===== config.mk =====
export PLATFORM = sky130hd
export DESIGN_NAME = mc_unit_sched
export DESIGN_NICKNAME = d
export VERILOG_FILES = /design/src/rtl/mc_unit_sched.sv
export SDC_FILE = /design/constraint.sdc
export NUM_CORES = 1
export LEC_CHECK = 0
export BUFFER_PORTS_ARGS = -buffer_cell sky130_fd_sc_hd__buf_2
export CAP_MARGIN = 15
export CORE_MARGIN = 2
export CORE_UTILIZATION = 50
export CTS_BUF_LIST = sky130_fd_sc_hd__clkbuf_2 sky130_fd_sc_hd__clkbuf_4 sky130_fd_sc_hd__clkbuf_8
export CTS_CLUSTER_DIAMETER = 150
export CTS_CLUSTER_SIZE = 30
export DETAILED_ROUTE_END_ITERATION = 10
export GPL_ROUTABILITY_DRIVEN = 0
export PLACE_DENSITY = 0.85
export SETUP_SLACK_MARGIN = 0.02
export SLEW_MARGIN = 20
export SYNTH_ARGS = -nofsm -noshare
export SYNTH_HDL_FRONTEND = slang
export SYNTH_SLANG_ARGS = --single-unit

===== constraint.sdc =====
create_clock -name clk -period 5.1 [get_ports clk]
set_input_delay 0.51 -clock clk [delete_from_list [all_inputs] [get_ports clk]]
set_output_delay 0.51 -clock clk [all_outputs]
set_load 0.02 [all_outputs]

===== src/rtl/mc_unit_sched.sv =====
// -----------------------------------------------------------------------------
// mc_unit_sched
//
// Issue/stall scheduler for the multicycle execute resources (integer MUL,
// integer DIV, FADD/FSUB, FSQRT). One multicycle op is tracked at a time. The
// execute stage is stalled through busy for the unit's latency. The selected
// unit output is then captured and presented to writeback, with its
// destination register, for one cycle. Single-cycle ops (unit code 0 or 5-7)
// pass through without touching the scheduler.
//
// Ports
//   clk          clock
//   rstn         asynchronous active-low reset
//   issue_valid  execute stage issuing this cycle
//   issue_unit   0=none, 1=MUL, 2=DIV, 3=FADD/FSUB, 4=FSQRT, 5-7=none
//   issue_rd     destination register of the issued op
//   flush        abort the in-flight op (branch redirect)
//   mul_out      MUL result
//   div_quot     DIV quotient
//   div_valid    DIV output-valid strobe
//   fadd_out     FADD/FSUB result
//   fsqrt_out    FSQRT result
//   busy         pipeline stall request (combinational)
//   res_valid    one-cycle result strobe
//   res_data     captured result, held until the next capture
//   res_rd       destination register of res_data
//   active_unit  unit code in flight, 0 when idle
//   err_timeout  sticky DIV watchdog abort flag
// -----------------------------------------------------------------------------
module mc_unit_sched #(
  parameter int MUL_LAT       = 2,
  parameter int DIV_LAT       = 36,
  parameter int FADD_LAT      = 3,
  parameter int FSQRT_LAT     = 4,
  parameter int DIV_USE_VALID = 1,
  parameter int TIMEOUT       = 255,
  parameter int CNT_W         = 8
) (
  input  logic        clk,
  input  logic        rstn,
  input  logic        issue_valid,
  input  logic [2:0]  issue_unit,
  input  logic [4:0]  issue_rd,
  input  logic        flush,
  input  logic [31:0] mul_out,
  input  logic [31:0] div_quot,
  input  logic        div_valid,
  input  logic [31:0] fadd_out,
  input  logic [31:0] fsqrt_out,
  output logic        busy,
  output logic        res_valid,
  output logic [31:0] res_data,
  output logic [4:0]  res_rd,
  output logic [2:0]  active_unit,
  output logic        err_timeout
);

  typedef enum logic [1:0] {
    IDLE = 2'd0,
    WAIT = 2'd1,
    DONE = 2'd2
  } state_t;

  localparam logic [2:0] UNIT_MUL   = 3'd1;
  localparam logic [2:0] UNIT_DIV   = 3'd2;
  localparam logic [2:0] UNIT_FADD  = 3'd3;
  localparam logic [2:0] UNIT_FSQRT = 3'd4;

  localparam logic [CNT_W-1:0] WD_LAST = CNT_W'(TIMEOUT - 1);

  state_t           state_reg, state_next;
  logic [2:0]       unit_reg;
  logic [4:0]       rd_reg;
  logic [CNT_W-1:0] cnt_reg;
  logic [CNT_W-1:0] wd_reg;
  logic [31:0]      res_data_reg;
  logic [4:0]       res_rd_reg;
  logic             err_reg;

  logic             unit_ok;
  logic             accept;
  logic [CNT_W-1:0] lat_sel;
  logic [31:0]      unit_result;
  logic             need_valid;
  logic             cnt_done;
  logic             op_ready;
  logic             wd_expire;

  // Only codes 1..4 name a multicycle resource.
  assign unit_ok = (issue_unit >= UNIT_MUL) && (issue_unit <= UNIT_FSQRT);

  // rstn is folded in so busy reads 0 while reset is held, even if the
  // execute stage happens to present an issue during reset.
  assign accept = rstn && issue_valid && unit_ok && !flush &&
                  ((state_reg == IDLE) || (state_reg == DONE));

  always_comb begin
    lat_sel = '0;
    case (issue_unit)
      UNIT_MUL:   lat_sel = CNT_W'(MUL_LAT);
      UNIT_DIV:   lat_sel = CNT_W'(DIV_LAT);
      UNIT_FADD:  lat_sel = CNT_W'(FADD_LAT);
      UNIT_FSQRT: lat_sel = CNT_W'(FSQRT_LAT);
      default:    lat_sel = '0;
    endcase
  end

  always_comb begin
    unit_result = '0;
    case (unit_reg)
      UNIT_MUL:   unit_result = mul_out;
      UNIT_DIV:   unit_result = div_quot;
      UNIT_FADD:  unit_result = fadd_out;
      UNIT_FSQRT: unit_result = fsqrt_out;
      default:    unit_result = '0;
    endcase
  end

  assign need_valid = (unit_reg == UNIT_DIV) && (DIV_USE_VALID != 0);

  // cnt==1 is the nominal completion cycle; cnt==0 means the op is overdue
  // (only possible for a DIV still waiting for div_valid).
  assign cnt_done = (cnt_reg <= CNT_W'(1));
  assign op_ready = cnt_done && (!need_valid || div_valid);

  // The watchdog counts overdue cycles without div_valid; the cycle that
  // would bring it to TIMEOUT is the abort cycle.
  assign wd_expire = need_valid && (cnt_reg == '0) && !div_valid &&
                     (wd_reg >= WD_LAST);

  // ---------------------------------------------------------------------------
  // State machine
  // ---------------------------------------------------------------------------
  always_ff @(posedge clk or negedge rstn) begin
    if (!rstn) begin
      state_reg <= IDLE;
    end else begin
      state_reg <= state_next;
    end
  end

  always_comb begin
    state_next = state_reg;
    case (state_reg)
      IDLE: begin
        if (accept) state_next = WAIT;
      end
      WAIT: begin
        if (flush) begin
          state_next = IDLE;
        end else if (op_ready || wd_expire) begin
          state_next = DONE;
        end
      end
      DONE: begin
        // Back-to-back issue skips the idle bubble.
        state_next = accept ? WAIT : IDLE;
      end
      default: state_next = IDLE;
    endcase
  end

  // ---------------------------------------------------------------------------
  // Datapath: op latch, latency counter, watchdog, result capture
  // ---------------------------------------------------------------------------
  always_ff @(posedge clk or negedge rstn) begin
    if (!rstn) begin
      unit_reg     <= '0;
      rd_reg       <= '0;
      cnt_reg      <= '0;
      wd_reg       <= '0;
      res_data_reg <= '0;
      res_rd_reg   <= '0;
      err_reg      <= 1'b0;
    end else if (accept) begin
      unit_reg <= issue_unit;
      rd_reg   <= issue_rd;
      cnt_reg  <= lat_sel;
      wd_reg   <= '0;
    end else if ((state_reg == WAIT) && !flush) begin
      if (cnt_reg != '0) begin
        cnt_reg <= cnt_reg - CNT_W'(1);
      end
      if (need_valid && (cnt_reg == '0) && !div_valid) begin
        wd_reg <= wd_reg + CNT_W'(1);
      end
      // A real div_valid wins over the abort in the same cycle.
      if (op_ready) begin
        res_data_reg <= unit_result;
        res_rd_reg   <= rd_reg;
      end else if (wd_expire) begin
        res_data_reg <= '0;
        res_rd_reg   <= rd_reg;
        err_reg      <= 1'b1;
      end
    end
  end

  // ---------------------------------------------------------------------------
  // Outputs
  // ---------------------------------------------------------------------------
  assign busy        = accept || (state_reg == WAIT);
  assign res_valid   = (state_reg == DONE);
  assign res_data    = res_data_reg;
  assign res_rd      = res_rd_reg;
  assign active_unit = (state_reg == IDLE) ? 3'd0 : unit_reg;
  assign err_timeout = err_reg;

endmodule

# Word-level counts from Yosys, hierarchy flattened
# Index checks and enable logic that the tools add are counted.
dict set report totals {
  reg_bits 64
  elab_cells 75
  in_bits 141
  output_inout_bits 43
}
dict set report classes {
  n_eq_ne 12
  bitwise_logic 2
  order_cmp 4
  n_reduce_logical 29
  muxes 18
  addsub 2
}
# operator n
set ops {}
lappend ops {{32-bit one-hot mux with 4 select lines} 1}
lappend ops {{32-bit two-way mux} 2}
lappend ops {{8-bit two-way mux} 6}
lappend ops {{6-bit one-hot mux with 4 select lines} 1}
lappend ops {{3-bit by 2-bit == test with 1-bit output, second input constant} 4}
lappend ops {{1-bit logical AND} 10}
lappend ops {{5-bit two-way mux} 2}
lappend ops {{8-bit by 1-bit adder with 8-bit output, second input constant} 1}
lappend ops {{8-bit greater-or-equal comparator, second input constant} 1}
lappend ops {{8-bit by 1-bit <= comparator with 1-bit output, second input constant} 1}
lappend ops {{8-bit zero test} 1}
lappend ops {{2-bit nonzero test} 4}
lappend ops {{8-bit nonzero test} 1}
lappend ops {{8-bit by 1-bit subtractor with 8-bit output, second input constant} 1}
lappend ops {{3-bit by 1-bit == test with 1-bit output, second input constant} 2}
lappend ops {{3-bit == test, second input constant} 2}
lappend ops {{2-bit two-way mux} 3}
lappend ops {{2-bit one-hot mux with 3 select lines} 1}
lappend ops {{2-bit AND reduction} 3}
lappend ops {{1-bit logical OR} 4}
lappend ops {{4-bit AND reduction} 1}
lappend ops {{3-bit by 1-bit greater-or-equal comparator with 1-bit output, second input constant} 1}
lappend ops {{3-bit <= comparator, second input constant} 1}
lappend ops {{1-bit zero test} 3}
lappend ops {{other kinds (9)} 10}

# Longest topological paths before layout
# Gate-level depths: netlist of run 1.
dict set report logic_depth {
  depth_word 8
  ltp_mapped 9
  ltp_nobuf 6
}

# Least setup slack after synthesis of run 1
# OpenSTA, ideal clock, no wires.
dict set report synth_timing {
  path_type {reg2reg}
  startpoint {reg cnt_reg[0]}
  endpoint {reg res_data_reg[22], in the netlist res_data[22]}
  slack_ns 2.588
  stages_incl_launch_ff 10
  t_required_ns 5.007
  arrival_ns 2.419
  period_less_slack_ns 2.512
  path_buffers 3
  setup_ns 0.093
  path_cell_list {dfrtp_1 > inv_1 > ha_1 > or3b_1 > or4_1 > buf_2 > o22a_1 > buf_6 > buf_6 > o31ai_2}
}
dict set report synth_between {
  elab_chain_len 6
  elab_cells_between_ends 9
  classes_between {order compare (1); mux (1); reduce/logical (7)}
}
# item line
set synth_rtl {}
lappend synth_rtl {{from (decl)} 74} ;# logic [CNT_W-1:0] cnt_reg;
lappend synth_rtl {{from (signal assigned)} 178} ;# cnt_reg <= lat_sel;
lappend synth_rtl {{from (signal assigned)} 182} ;# cnt_reg <= cnt_reg - CNT_W'(1);
lappend synth_rtl {{branches (longest 6 deep; another with 8-bit by 1-bit <= comparator with 1-bit output)} --}
lappend synth_rtl {{to (signal assigned)} 189} ;# res_data_reg <= unit_result;
lappend synth_rtl {{to (decl)} 76} ;# logic [31:0] res_data_reg;
# Parallel ways; which one is timed is not known.
# A chain may end at the register's enable or synchronous reset.

# Final worst setup path of run 1
dict set report layout_timing {
  startpoint {reg unit_reg[0]}
  endpoint {reg res_rd_reg[1], in the netlist res_rd[1]}
}
dict set report layout_between {
  elab_chain_len 6
  elab_cells_between_ends 10
  classes_between {eq/ne (1); mux (1); reduce/logical (8)}
}
# item line
set layout_rtl {}
lappend layout_rtl {{from (decl)} 72} ;# logic [2:0] unit_reg;
lappend layout_rtl {{from (signal assigned)} 176} ;# unit_reg <= issue_unit;
lappend layout_rtl {{3-bit by 2-bit == test with 1-bit output (*)} 119} ;# assign need_valid = (unit_reg == UNIT_DIV) && (DIV_USE_VALID != 0);
lappend layout_rtl {{1-bit zero test or 1-bit logical AND (tied branches)} {124, 128}}
lappend layout_rtl {{1-bit logical OR or 1-bit logical AND (tied branches)} {124, 128}}
lappend layout_rtl {{1-bit logical AND (on tied branches)} {124, 128}}
lappend layout_rtl {{2-bit nonzero test (no source line)} --}
lappend layout_rtl {{3-bit AND reduction (no source line)} --}
lappend layout_rtl {{to (signal assigned)} 190} ;# res_rd_reg <= rd_reg;
lappend layout_rtl {{to (signal assigned)} 193} ;# res_rd_reg <= rd_reg;
lappend layout_rtl {{to (decl)} 77} ;# logic [4:0] res_rd_reg;
# Every way passes the cells marked *; elsewhere a longest branch is shown, timed or not.

==> results.md, run 1 <==
* Status: finished, final reports clean
* Mean Syn Cell Area at between 9 and 10 um^2
* Die W at around 95 um
* Final core utilization at 0.6448
* Post-CTS sizing at 0
* Vias at 4,175
* Largest area contributor in the netlist: dfrtp_1
* Layout cell share with drive strength beyond 1 at 0.4133
* Starting Density at 0.5092
* Port Buffer Count at 183
* Fraction of registers with async set/reset at 1.000
* Largest net degree at the start of global routing at 65
* Rel. slew slack at 0.2696
* RSZ-0062 raised after global routing: no
* Sequential share of the synthesized area at 0.3867
* CTS tree: built
* Cells after Synth at about 420
* Mapped Nets at 561
* Area grow syn2layout at 26.65%
* Pwr per Cell Area at between 300 and 400 mW/mm^2
* Final Cycle Share at 0.7073
* Drt via density at 6.176
* Worst vdd ir at around 0.00019 V
* Max_cap viols at 0
* Most frequent cells in the layout: buf_2, dfrtp_1, mux2i_1
* Synth top area share at 0.3867
* Final setup vio count at 0
* Dominant cells by area after synthesis: dfrtp_1, mux2i_1, o22a_1
* Worst hold path depth at 3
* Clock Sinks at 64
* WL/cell at approximately 19 um
* Max clock buf depth at 2
* Die area at around 0.009 mm^2
* GRT overflow at 0
* FF+latch count, synth at 64
* P_int at between 1 and 1.5 mW
* CP endpoint kind: register
* First drt pass iteration count at 5
* R2R cell count at 5
* Sw frac at 0.3502
* Fin cells at between 600 and 700
* CTS buffer count at 9
* Total track usage at 0.2730
* Worst clock skew at roughly 0.011 ns
* Data required time at the worst endpoint at about 5.3 ns
* Crit path launch type: register
* I/O pin count at approximately 180
* Post-Synthesis Cell Area at 0.004141 mm^2
* Clk pwr share at 0.297
* First-pass GRT wire length at 18.89 mm
* H-tree level count at 3
* Post-synthesis mux area share at 0.1006
* Fmax at 277.2 MHz
* Max reg flops at 32
* # rows at 33
* Critical Path Fanout Max at 39
* Core area at around 0.0081 mm^2
* Ys flop type: dfrtp_1
* N_diodes at 0
* Nets at ~710
* Setup TNS at 0 ns
* Psw at roughly 0.57 mW
* Post-route ant nets at 0
* Post-CTS Setup Inserts at 0
* Yosys Warn Count at 0
* Max Slew Vio Count at 0
* Synth Area in XOR/XNOR at 0.006344
* Final wirelength at about 13 mm
* Slew @ Worst Pin at 1.093 ns
* Synth Area in Simple Gates at 0.1079
* Post-synthesis cell type count at 46
* Endpoints failing hold at 0
* Most common cell after layout, fill and taps aside: buf_2
* Sequential Power Share at 0.379
* Dpl cells at 660
* Synth Area in Compound Gates at 0.3299
* Detailed Route Iter0 Violations at roughly 280
* Antenna violations before repair at 0
* Worst setup path category: reg2reg
* Clock Latency Late Sink at approximately 0.35 ns
* # fillers at just under 700
* Number of synthesized flops with an enable pin at 0
* DRC Markers at 0
* Die height at roughly 95 um
* Min Tclk post-route at 3.607 ns
* Post-detail-place hpwl at 9.080 mm
* Clk root buf: clkbuf_8
* Combinational share of power at 0.324
* Hold WC Path Type: in2reg
* Post-CTS Hold Buffers at 0
* Largest family of logic cells by synthesized area: compound AO/OA/AOI/OAI gates
* Post-Synth Adder-Cell Area at 0.01208
* Lkg Pwr at roughly 2.5 nW
* Vias in the first global route at around 3,800
* Clk pin slew, worst setup/hold paths at 0.07 ns
* Data arrival time of the critical path at between 3 and 4 ns
==> Yosys cell counts, types with 2 or more instances <==
master and n:
a22oi_1 32, o31ai_2 19, nand2_1 31, clkbuf_1 39, inv_1 8, nand4_1 3, mux2i_1 36, o31ai_1 17
xnor2_1 2, nor4_1 2, dfrtp_1 64, nor3b_1 2, o21ai_0 12, buf_1 5, buf_6 3, mux2_2 5
or4_1 8, nor2b_1 9, nand2b_1 2, a21oi_1 8, nor2_1 11, o221ai_1 32, ha_1 4, nand3_1 6
o22a_1 35
==> cells by family (layout without fill, tap and decap cells) <==
kind of cell,count (synthesis),count (layout)
flops,64,64
buf+inv,56,211
fa+ha+maj,4,4
simple gates,84,84
xor+xnor,3,3
mux,41,41
compound gates,164,164
==> per-stage QoR <==
step,worst slack (ns),hold slack [ns],instance area [um^2],total power [mW]
floorplan,2.588,0.2144,4141,0.9785
global placement,1.705,0.4543,5019,1.128
detailed placement,1.497,0.4633,5019,1.147
CTS,1.505,0.3381,5239,1.634
global route,1.247,0.3620,5245,1.716
finish,1.493,0.3553,5245,1.633
==> power by group through the flow <==
stage | logic, mW | clock network, mW | registers [mW]
after detailed placement | 0.521 | 0 | 0.626
after floorplan | 0.354 | 0 | 0.624
final | 0.529 | 0.485 | 0.620
after global placement | 0.503 | 0 | 0.624
after global routing | 0.572 | 0.516 | 0.628
after CTS | 0.524 | 0.492 | 0.618
==> metal layers <==
metal,share of wire,GRT usage,vias up
met5,0,0,-
met4,0.023,0.1147,0
met3,0.074,0.06087,23
met2,0.51,0.4704,187
met1,0.39,0.3302,2021
li1,-,-,1944
==> area by class of cell <==
| type | instances | area [um^2] | share of cell area |
|---|---|---|---|
| multi-input cells | 296 | 2315 | 0.4413 |
| flip-flops and latches | 64 | 1603 | 0.3056 |
| repair buffers | 187 | 945.9 | 0.1803 |
| clock buffers | 10 | 137.6 | 0.02624 |
| well taps | 105 | 131.4 | 0.02505 |
| clock inverters | 6 | 82.58 | 0.01574 |
| inverters | 8 | 30.03 | 0.005725 |
==> critical path, stage by stage, from the launching register on <==
cell and delay, ns:
dfrtp_2 0.72, nor4b_1 0.95, or4_1 0.21, buf_4 0.32
o22a_2 0.84, mux2_2 0.42
==> path summary, 6_finish.rpt <==
path	startpoint	endpoint	slack, ns
min in group asynchronous	rstn	rd_reg[2]$_DFFE_PN0N_	0.41
max reg2reg	unit_reg[0]$_DFFE_PN0N_	res_rd[1]$_DFFE_PN0P_	1.49
min reg2reg	rd_reg[1]$_DFFE_PN0N_	rd_reg[1]$_DFFE_PN0N_	0.47
max	unit_reg[0]$_DFFE_PN0N_	res_rd[1]$_DFFE_PN0P_	1.49
max in group asynchronous	rstn	unit_reg[0]$_DFFE_PN0N_	4.13
min	issue_rd[1]	rd_reg[1]$_DFFE_PN0N_	0.36
Power figures use the tool's default switching activity.
==> run 2, diff against run 1 <==
--- a/config.mk
+++ b/config.mk
@@ -8,13 +8,13 @@
 export BUFFER_PORTS_ARGS = -buffer_cell sky130_fd_sc_hd__buf_2
 export CAP_MARGIN = 15
 export CORE_MARGIN = 2
-export CORE_UTILIZATION = 50
+export CORE_UTILIZATION = 45
 export CTS_BUF_LIST = sky130_fd_sc_hd__clkbuf_2 sky130_fd_sc_hd__clkbuf_4 sky130_fd_sc_hd__clkbuf_8
 export CTS_CLUSTER_DIAMETER = 150
 export CTS_CLUSTER_SIZE = 30
 export DETAILED_ROUTE_END_ITERATION = 10
 export GPL_ROUTABILITY_DRIVEN = 0
-export PLACE_DENSITY = 0.85
+export PLACE_DENSITY = 0.81
 export SETUP_SLACK_MARGIN = 0.02
 export SLEW_MARGIN = 20
 export SYNTH_ARGS = -nofsm -noshare
==> constraint.sdc (replaced) <==
create_clock -name clk -period 3.3 [get_ports clk]
set_input_delay 0.33 -clock clk [delete_from_list [all_inputs] [get_ports clk]]
set_output_delay 0.33 -clock clk [all_outputs]
set_load 0.02 [all_outputs]
==> results.md, run 2 (synthesis gave the netlist of run 1 again) <==
* Lkg Pwr at 2.565 nW (+2.2%)
* Clk pin slew, worst setup/hold paths at 0.07 ns (about the same)
* Pwr per Cell Area at 484.5 mW/mm^2 (+56%)
* Drt via density at 6.087 (-1.4%)
* Clock Sinks at 64 (unchanged)
* Most common cell after layout, fill and taps aside: buf_2
* H-tree level count at 3 (unchanged)
* RSZ-0062 raised after global routing: no
* GRT overflow at 0 (unchanged)
* R2R cell count at 6 (+1)
* Hold WC Path Type: in2reg
* Vias at 4,206 (+0.74%)
* Endpoints failing hold at 0 (unchanged)
* P_int at 1.720 mW (+62%)
* Worst setup path category: reg2reg
* Fmax at 354.6 MHz (+28%)
* Sw frac at 0.3352 (-0.01491)
* Worst clock skew at 0.01660 ns (+0.005892 ns)
* Worst r2r src: cnt_reg[0]$_DFFE_PN0P_
* Setup TNS at 0 ns (unchanged)
* Critical Path Fanout Max at 38 (-2.6%)
* Post-detail-place hpwl at 9.222 mm (+1.6%)
* First drt pass iteration count at 5 (unchanged)
* Min Tclk post-route at 2.820 ns (-0.7872 ns)
* Layout cell share with drive strength beyond 1 at 0.4172 (+0.003931)
* Post-CTS Setup Inserts at 0 (unchanged)
* Vias in the first global route at 4,003 (+4.0%)
* First-pass GRT wire length at 20.15 mm (+6.7%)
* Post-CTS sizing at 0 (unchanged)
* I/O pin count at 184 (unchanged)
* Area grow syn2layout at 28.94%
* Sequential Power Share at 0.358 (-0.021)
* Status: finished, final reports clean
* # rows at 35 (+6.1%)
* Post-route ant nets at 0 (unchanged)
* Max clock buf depth at 2 (unchanged)
* Detailed Route Iter0 Violations at 277 (+0.73%)
* DRC Markers at 0 (unchanged)
* Data arrival time of the critical path at 3.03 ns (-0.80 ns)
* Final core utilization at 0.5891 (-0.05573)
* Most frequent cells in the layout: buf_2, dfrtp_1, mux2i_1
* Combinational share of power at 0.336 (+0.012)
* CP endpoint kind: register
* Die area at 0.009987 mm^2 (+11%)
* Largest net degree at the start of global routing at 65 (unchanged)
* Die W at 99.94 um (+5.2%)
* Final wirelength at 12.96 mm (+2.5%)
* Worst vdd ir at 0.0003160 V (+69%)
* CTS buffer count at 9 (unchanged)
* Min Hold Slack at 0.1930 ns (-0.1623 ns)
* Worst hold path depth at 3 (unchanged)
* Max reg flops at 32 (unchanged)
* Rel. slew slack at 0.3353 (+0.06575)
* Final Cycle Share at 0.8546 (+0.1472)
* Final worst setup slack at 0.4799 ns (-1.013 ns)
* Starting Density at 0.4569 (-0.05229)
* Die height at 99.94 um (+5.2%)
* Min-delay src: issue_rd[0]
* Clock Latency Late Sink at 0.34 ns (about the same)
* Pre-CTS WS at 0.4798 ns (-1.017 ns)
* Core area at 0.009065 mm^2 (+11%)
* Slew @ Worst Pin at 0.9836 ns (-0.1098 ns)
* Hold EP: rd_reg[0]$_DFFE_PN0N_
* N_diodes at 0 (unchanged)
* Final setup vio count at 0 (unchanged)
* Clk pwr share at 0.306 (+0.009)
* Post-CTS Hold Buffers at 0 (unchanged)
* Psw at 0.8673 mW (+52%)
* Max Slew Vio Count at 0 (unchanged)
* R2R setup slack at 0.48 ns (-1.01 ns)
* Reg-to-Reg End: res_rd[2]$_DFFE_PN0P_
* Crit path launch type: register
* WL/cell at 18.75 um (+0.26%)
* CTS tree: built
* Antenna violations before repair at 0 (unchanged)
* Clk root buf: clkbuf_8
* Max_cap viols at 0 (unchanged)
* Port Buffer Count at 183 (unchanged)
* Data required time at the worst endpoint at 3.51 ns (-1.82 ns)
* Total track usage at 0.2528 (-0.02020)
* Nets at 721 (+1.4%)
==> run 2: cell types whose count changed in the layout (fill, tap and decap cells not counted), moves of 2 or more <==
cell / change
buf_4: +10
clkbuf_8: +3
clkinv_2: -3
nor2b_1: +2
nor2b_2: -2
==> run 2: per-stage QoR <==
| stage | cell area (um^2) | std cells | power (mW) |
|---|---|---|---|
| 2_1_floorplan | 4141 | 416 | 1.512 |
| 3_3_place_gp | 5101 | 676 | 1.771 |
| 3_5_place_dp | 5101 | 676 | 1.797 |
| 4_1_cts | 5340 | 691 | 2.596 |
| 5_1_grt | 5340 | 691 | 2.722 |
| 6_report | 5340 | 691 | 2.587 |
==> run 2: worst max-delay path, cell delays in order (launching register included) <==
cell and delay [ns]:
dfrtp_1 0.41, inv_1 0.08, ha_1 0.23, or3b_1 0.42, or4_1 0.56, o22a_2 0.58
mux2_2 0.42
==> run 2: area by class of cell <==
cell class                      instances  area, um^2
Clock inverter                          2       60.06
Clock buffer                           13       178.9
Fill cell                             782        3725
Sequential cell                        64        1603
Multi-Input combinational cell        296        2308
Tap cell                              111       138.9
Timing Repair Buffer                  197        1021
Inverter                                8       30.03
==> run 2: worst max-delay path by stage <==
stage                                       from                  endpoint  depth (start not counted)
final                     cnt_reg[0]$_DFFE_PN0P_     res_rd[2]$_DFFE_PN0P_                          6
after global routing      cnt_reg[0]$_DFFE_PN0P_     res_rd[0]$_DFFE_PN0P_                          6
after CTS                 cnt_reg[0]$_DFFE_PN0P_     res_rd[2]$_DFFE_PN0P_                          6
after detailed placement  cnt_reg[0]$_DFFE_PN0P_     res_rd[2]$_DFFE_PN0P_                          6
after global placement    cnt_reg[0]$_DFFE_PN0P_     res_rd[2]$_DFFE_PN0P_                          6
after floorplan           cnt_reg[0]$_DFFE_PN0P_  res_data[22]$_DFFE_PN0P_                          9
==> run 2: power groups by stage <==
stage                     Sequential, mW  Combinational [mW]  Clock, mW
after floorplan                    0.964               0.548          0
after global placement             0.932               0.839          0
after detailed placement           0.935               0.862          0
after CTS                          0.923               0.865      0.808
after global routing               0.935               0.947      0.840
final                              0.925               0.869      0.793
==> run 2: per-layer routing <==
metal / GRT usage / share of wire / routed length [um] / up-vias
met4: 0.09484 / 0.024 / 306 / 0
li1: - / - / - / 1954
met2: 0.4366 / 0.50 / 6425 / 228
met1: 0.3221 / 0.41 / 5272 / 1996
met3: 0.03760 / 0.073 / 951 / 28
met5: 0 / 0 / 0 / -
